## config.mk

```make
export PLATFORM = sky130hd
export DESIGN_NAME = store_buffer
export DESIGN_NICKNAME = d
export VERILOG_FILES = /design/src/rtl/store_buffer.sv
export SDC_FILE = /design/constraint.sdc
export NUM_CORES = 1
export LEC_CHECK = 0
export CORE_UTILIZATION = 31
export DETAILED_ROUTE_END_ITERATION = 12
export GPL_ROUTABILITY_DRIVEN = 0
export PLACE_DENSITY = 0.6
export SYNTH_ARGS = -nofsm -noshare
export SYNTH_HDL_FRONTEND = slang
export SYNTH_SLANG_ARGS = --single-unit
```

## constraint.sdc

```tcl
create_clock -name clk -period 5.69 [get_ports clk]
set_input_delay 0.569 -clock clk [delete_from_list [all_inputs] [get_ports clk]]
set_output_delay 0.569 -clock clk [all_outputs]
set_load 0.005 [all_outputs]
```

## src/rtl/store_buffer.sv

```systemverilog
// -----------------------------------------------------------------------------
// store_buffer
//   Write-side store queue between the MEM stage and the data-memory port.
//   This block aligns sb/sh/sw stores into a word address, replicated write
//   data and byte enables. It queues them in a DEPTH-entry FIFO and drains
//   them in order over a req/ack handshake. It also forwards still-queued
//   bytes to younger loads through a combinational port. Byte lanes are
//   little-endian.
//
// Ports
//   clk, rst_n          clock, asynchronous active-low reset
//   st_valid/st_ready   store request from MEM / buffer not full
//   st_addr/st_data     byte address, right-justified store data
//   st_mode             00 byte, 01 half, any other code word
//   st_misalign         current store is misaligned and is rejected
//   mem_req/mem_ack     head entry presented / accepted by memory
//   mem_addr/mem_wdata/mem_be   head entry contents
//   ld_addr             load address checked against the buffer
//   ld_hit/ld_be/ld_data        forwarding result (youngest store wins)
//   empty               buffer holds no entries
// -----------------------------------------------------------------------------
module store_buffer #(
  parameter int DEPTH = 4,
  parameter int PTR_W = 2
) (
  input  logic        clk,
  input  logic        rst_n,
  input  logic        st_valid,
  output logic        st_ready,
  input  logic [31:0] st_addr,
  input  logic [31:0] st_data,
  input  logic [1:0]  st_mode,
  output logic        st_misalign,
  output logic        mem_req,
  output logic [31:0] mem_addr,
  output logic [31:0] mem_wdata,
  output logic [3:0]  mem_be,
  input  logic        mem_ack,
  input  logic [31:0] ld_addr,
  output logic        ld_hit,
  output logic [3:0]  ld_be,
  output logic [31:0] ld_data,
  output logic        empty
);

  localparam logic [1:0]     MEM_OP_BYTE = 2'b00;
  localparam logic [1:0]     MEM_OP_HALF = 2'b01;
  localparam logic [PTR_W-1:0] PTR_ONE   = PTR_W'(1);
  localparam logic [PTR_W:0]   CNT_ONE   = (PTR_W + 1)'(1);
  localparam logic [PTR_W:0]   CNT_FULL  = (PTR_W + 1)'(DEPTH);

  // Entry storage: word address (bits [31:2]), aligned data, byte enables.
  logic [29:0] addr_mem [DEPTH];
  logic [31:0] data_mem [DEPTH];
  logic [3:0]  be_mem   [DEPTH];

  logic [DEPTH-1:0] valid_q, valid_d;
  logic [PTR_W-1:0] wr_ptr_q, wr_ptr_d;
  logic [PTR_W-1:0] rd_ptr_q, rd_ptr_d;
  logic [PTR_W:0]   count_q, count_d;

  logic [31:0] al_wdata;
  logic [3:0]  al_be;
  logic        al_misalign;
  logic        push;
  logic        pop;

  // Forwarding only compares word addresses; the byte offset is irrelevant.
  logic ld_addr_lsbs_unused;
  assign ld_addr_lsbs_unused = ^ld_addr[1:0];

  // ---------------------------------------------------------------------------
  // Store alignment
  // ---------------------------------------------------------------------------
  // NOTE: every output of a combinational block gets a default before the
  // case, so no path leaves it unassigned and no latch is inferred.
  always_comb begin
    al_wdata    = st_data;
    al_be       = 4'b1111;
    al_misalign = 1'b0;
    case (st_mode)
      MEM_OP_BYTE: begin
        al_wdata = {4{st_data[7:0]}};
        al_be    = 4'b0001 << st_addr[1:0];
      end
      MEM_OP_HALF: begin
        al_wdata    = {2{st_data[15:0]}};
        al_be       = st_addr[1] ? 4'b1100 : 4'b0011;
        al_misalign = st_addr[0];
      end
      default: begin
        al_misalign = |st_addr[1:0];
      end
    endcase
  end

  assign st_misalign = st_valid & al_misalign;

  // ---------------------------------------------------------------------------
  // Queue control
  // ---------------------------------------------------------------------------
  assign empty    = (count_q == '0);
  assign st_ready = (count_q != CNT_FULL);
  assign mem_req  = ~empty;

  // A misaligned store is dropped regardless of st_ready.
  assign push = st_valid & st_ready & ~al_misalign;
  assign pop  = mem_req & mem_ack;

  always_comb begin
    wr_ptr_d = wr_ptr_q;
    rd_ptr_d = rd_ptr_q;
    count_d  = count_q;
    valid_d  = valid_q;
    if (pop) begin
      rd_ptr_d          = rd_ptr_q + PTR_ONE;
      valid_d[rd_ptr_q] = 1'b0;
    end
    if (push) begin
      wr_ptr_d          = wr_ptr_q + PTR_ONE;
      valid_d[wr_ptr_q] = 1'b1;
    end
    // Push and pop together leave the count unchanged.
    case ({push, pop})
      2'b10:   count_d = count_q + CNT_ONE;
      2'b01:   count_d = count_q - CNT_ONE;
      default: count_d = count_q;
    endcase
  end

  // NOTE: sequential state uses non-blocking assignments so every register
  // samples the pre-edge values, independent of statement order.
  always_ff @(posedge clk or negedge rst_n) begin
    if (!rst_n) begin
      wr_ptr_q <= '0;
      rd_ptr_q <= '0;
      count_q  <= '0;
      valid_q  <= '0;
    end else begin
      wr_ptr_q <= wr_ptr_d;
      rd_ptr_q <= rd_ptr_d;
      count_q  <= count_d;
      valid_q  <= valid_d;
    end
  end

  // NOTE: the entry payload has no reset. The valid bits and count gate every
  // use of it, so stale contents are never observed.
  always_ff @(posedge clk) begin
    if (push) begin
      addr_mem[wr_ptr_q] <= st_addr[31:2];
      data_mem[wr_ptr_q] <= al_wdata;
      be_mem[wr_ptr_q]   <= al_be;
    end
  end

  // ---------------------------------------------------------------------------
  // Drain port: the head entry is held until it is acked.
  // ---------------------------------------------------------------------------
  assign mem_addr  = {addr_mem[rd_ptr_q], 2'b00};
  assign mem_wdata = data_mem[rd_ptr_q];
  assign mem_be    = be_mem[rd_ptr_q];

  // ---------------------------------------------------------------------------
  // Load forwarding
  // The loop walks the entries from oldest (read pointer) to youngest. A
  // younger match therefore overwrites an older one lane by lane. Only
  // registered entries take part, so a store that is being enqueued in the
  // current cycle becomes visible in the next cycle.
  // ---------------------------------------------------------------------------
  logic [PTR_W-1:0] fwd_idx;

  always_comb begin
    ld_data = '0;
    ld_be   = '0;
    fwd_idx = '0;
    for (int k = 0; k < DEPTH; k++) begin
      fwd_idx = rd_ptr_q + PTR_W'(k);
      if (valid_q[fwd_idx] && (addr_mem[fwd_idx] == ld_addr[31:2])) begin
        for (int b = 0; b < 4; b++) begin
          if (be_mem[fwd_idx][b]) begin
            ld_data[8*b +: 8] = data_mem[fwd_idx][8*b +: 8];
            ld_be[b]          = 1'b1;
          end
        end
      end
    end
  end

  assign ld_hit = |ld_be;

endmodule

```

==> impl_results.md <==
* Worst Max-Slew Pin Slew at 1030 ps
* Synthesis Warnings at 0
* All-layer global routing usage at 0.191
* Pleak at between 0.007 and 0.008 uW
* R2r startpoint: count_q[0]
* Die width at 252 um
* Crit. Startpoint: rd_ptr_q[0]
* DR vias at between 10000 and 15000
* DR pass1 iterations at 5
* Crit path DAT at 5000 ps
* Fmax at between 150 and 200 MHz
* Setup Skew at between 9 and 10 ps
* # IOs at 211
* Run status: completed
* Post-synth EDFFs at about 260
* Area share of the largest cell type after synthesis at 0.408
* Final Max Slew Viols at 0
* Top cells by area, synth: edfxtp_1 (41%), mux4_2 (22%), mux2i_1 (6.0%), mux4_1 (3.6%), xnor2_1 (3.6%)
* HPWL after DPL at about 44 mm
* # DRC at 0
* Slew Limit Headroom at 0.313
* Clock Latency Late Sink at 580 ps
* Die Area at approximately 64000 um^2
* Ys async rst share at 0.0400
* Top-count cell post-synth: edfxtp_1
* GR Overflow Total at 0
* Worst path required time at 5120 ps
* Num CTS Buffers at 29
* Root Driver: clkbuf_16
* CTS tree: built
* Final Hold Viols at 0
* Syn-to-layout area delta at 21.1%
* Final setup TNS at 0 ps
* Clk pin slew, worst setup/hold paths at roughly 60 ps
* Final setup viols at 0
* Max Cap Viol at 0
* Aggregate routed wire length at 62.2 mm
* CTS H-tree lvls at 1
* Layout fillers at 5731
* Synth unique cells at 78
* Hold WC Path Type: input port to asynchronous set/reset pin
* Std cell rows at 91
* Syn avg cell area at 14.6 um^2
* Die span in y at between 200 and 300 um
* WS Path Type: flop to output pin
* Starting DRT DRC Count at ~1300
* Vias/cell at about 5.7
* Endpoint class of the critical path: output pin
* Power consumption at 11500 uW
* Initial antenna violation count at 8
* Share of cells above drive strength 1 at 0.260
* Post-Synthesis Cell Area at between 15000 and 20000 um^2
* Cells after Synth at roughly 1300
* Max Root-Sink Buffers at 3
* Port bufs at approximately 210
* #FFs+latches synth at around 280
* Commonest cells post-synth: edfxtp_1 (264), mux4_2 (189), mux2i_1 (116)
* Placed Cells at roughly 2300
* # clock sinks at 275
* Largest net degree at the start of global routing at 120
* Peak VDD IR at 0.351 mV
* Final #Nets at around 1600
* RSZ-0062 raised after global routing: no
* Main synth FF type: edfxtp_1
* Starting Density at 0.315
* Tmin final at about 5600 ps
* Core Area at approximately 62000 um^2
* Hold_buf cts at 0
* Final cell count without fillers at approximately 2400
* CP max FO at 35
* Power Dens Cells at approximately 490 nW/um^2
* Period utilization at 0.978
* Startpoint Class: flop
* Post-route ant nets at 0
* Global-route wire length before repair at 90.2 mm
* Synth area leader: edfxtp_1
* Vias in the first global route at roughly 14000
* WL per Instance at 26.1 um
* Sequential share of the synthesized area at 0.422
-- through the flow --
stage / worst slack (ps) / hold slack [ps] / utilization / area (um^2)
after floorplan: 403 / 273 / - / 19500
after global placement: 365 / 475 / 0.362 / 22400
after detailed placement: 368 / 491 / 0.362 / 22400
after CTS: 13.8 / 356 / 0.378 / 23400
after global routing: 2.55 / 403 / 0.381 / 23500
final: 124 / 365 / 0.381 / 23500
-- worst paths after layout --
| check | endpoint | slack [ps] | cells after the start |
|---|---|---|---|
| setup / recovery | ld_data[0] | 120 | 11 |
| hold / removal | count_q[0] | 370 | 1 |
| setup reg to reg | be_mem[1][3] | 3070 | 6 |
| hold reg to reg | count_q[2] | 500 | 1 |
| max in group asynchronous | rd_ptr_q[0] | 4880 | 1 |
| min in group clk | count_q[2] | 500 | 1 |
-- kinds of logic after synthesis --
| logic type | after synthesis | share of synthesized area |
|---|---|---|
| AO/OA/AOI/OAI | 153 | 0.0647 |
| XOR/XNOR | 116 | 0.0526 |
| adder cells (fa/ha/maj) | 10 | 0.00682 |
| buffers and inverters | 139 | 0.0405 |
| flip-flops | 275 | 0.422 |
| multiplexers | 362 | 0.332 |
| other | 1 | 0.000193 |
| AND/OR/NAND/NOR | 274 | 0.0809 |
-- layout by cell type, fill, tap and decap left out, types with 5 or more instances in the layout --
master,instances
xnor2_1,81
a21oi_1,19
nor4_1,12
mux2_2,30
o221a_2,24
clkbuf_16,30
buf_4,57
mux4_2,189
nand2_1,59
ha_1,8
o22ai_1,7
clkinv_2,6
nor3b_1,26
or3_1,33
nor3_1,17
buf_6,5
a311oi_2,5
nor2_1,23
nand2b_1,5
dfrtp_1,9
o221ai_1,6
mux4_1,27
mux2i_1,114
nand4_1,16
nand3_1,42
inv_1,20
edfxtp_1,264
xor2_1,34
a2bb2oi_1,5
clkbuf_1,7
a211oi_1,7
clkdlybuf4s50_1,206
o21ai_0,23
buf_12,5
-- critical path, stage by stage, from the launching register on --
cell and delay [ps]:
dfrtp_4 520, buf_16 290, buf_8 280, mux4_2 560, xnor2_1 340, nand4_1 290, a2111oi_4 350, buf_4 320
nand4_2 360, nor3b_1 320, o221a_2 220, clkdlybuf4s50_1 530
-- metal layers --
metal | wire length (um) | GRT usage
met1 | 25100 | 0.248
met5 | 76 | 0
met2 | 30000 | 0.316
met4 | 2290 | 0.0684
met3 | 4770 | 0.0378
-- where the power goes --
group,internal [uW],total [uW],switching (uW)
logic,3570,6990,3430
clock network,976,1770,794
registers,2510,2720,207
total,7060,11500,4430
-- flip-flops by register name (all words and copies together) (netlist names) --
signal    count
valid_q       4
wr_ptr_q      2
data_mem    128
be_mem       16
count_q       3
rd_ptr_q      2
addr_mem    120
-- cell type report --
class / instances / area [um^2] / share of cell area
inverter: 22 / 86.3 / 0.00367
timing repair buffer: 276 / 2710 / 0.115
clock inverter: 15 / 108 / 0.00457
clock buffer: 36 / 752 / 0.0319
tap: 837 / 1050 / 0.0445
antenna: 3 / 7.51 / 0.000319
multi-input combinational: 917 / 10600 / 0.451
sequential: 275 / 8210 / 0.349
-- timing repair --
item,CTS,global route
pin swaps,2,4
setup endpoints to repair,33,25
buffers inserted,8,6
resized for setup,13,18
endpoints found under the hold margin,0,0
cloned,0,1
Note: power is estimated with default switching activity, not from simulation.
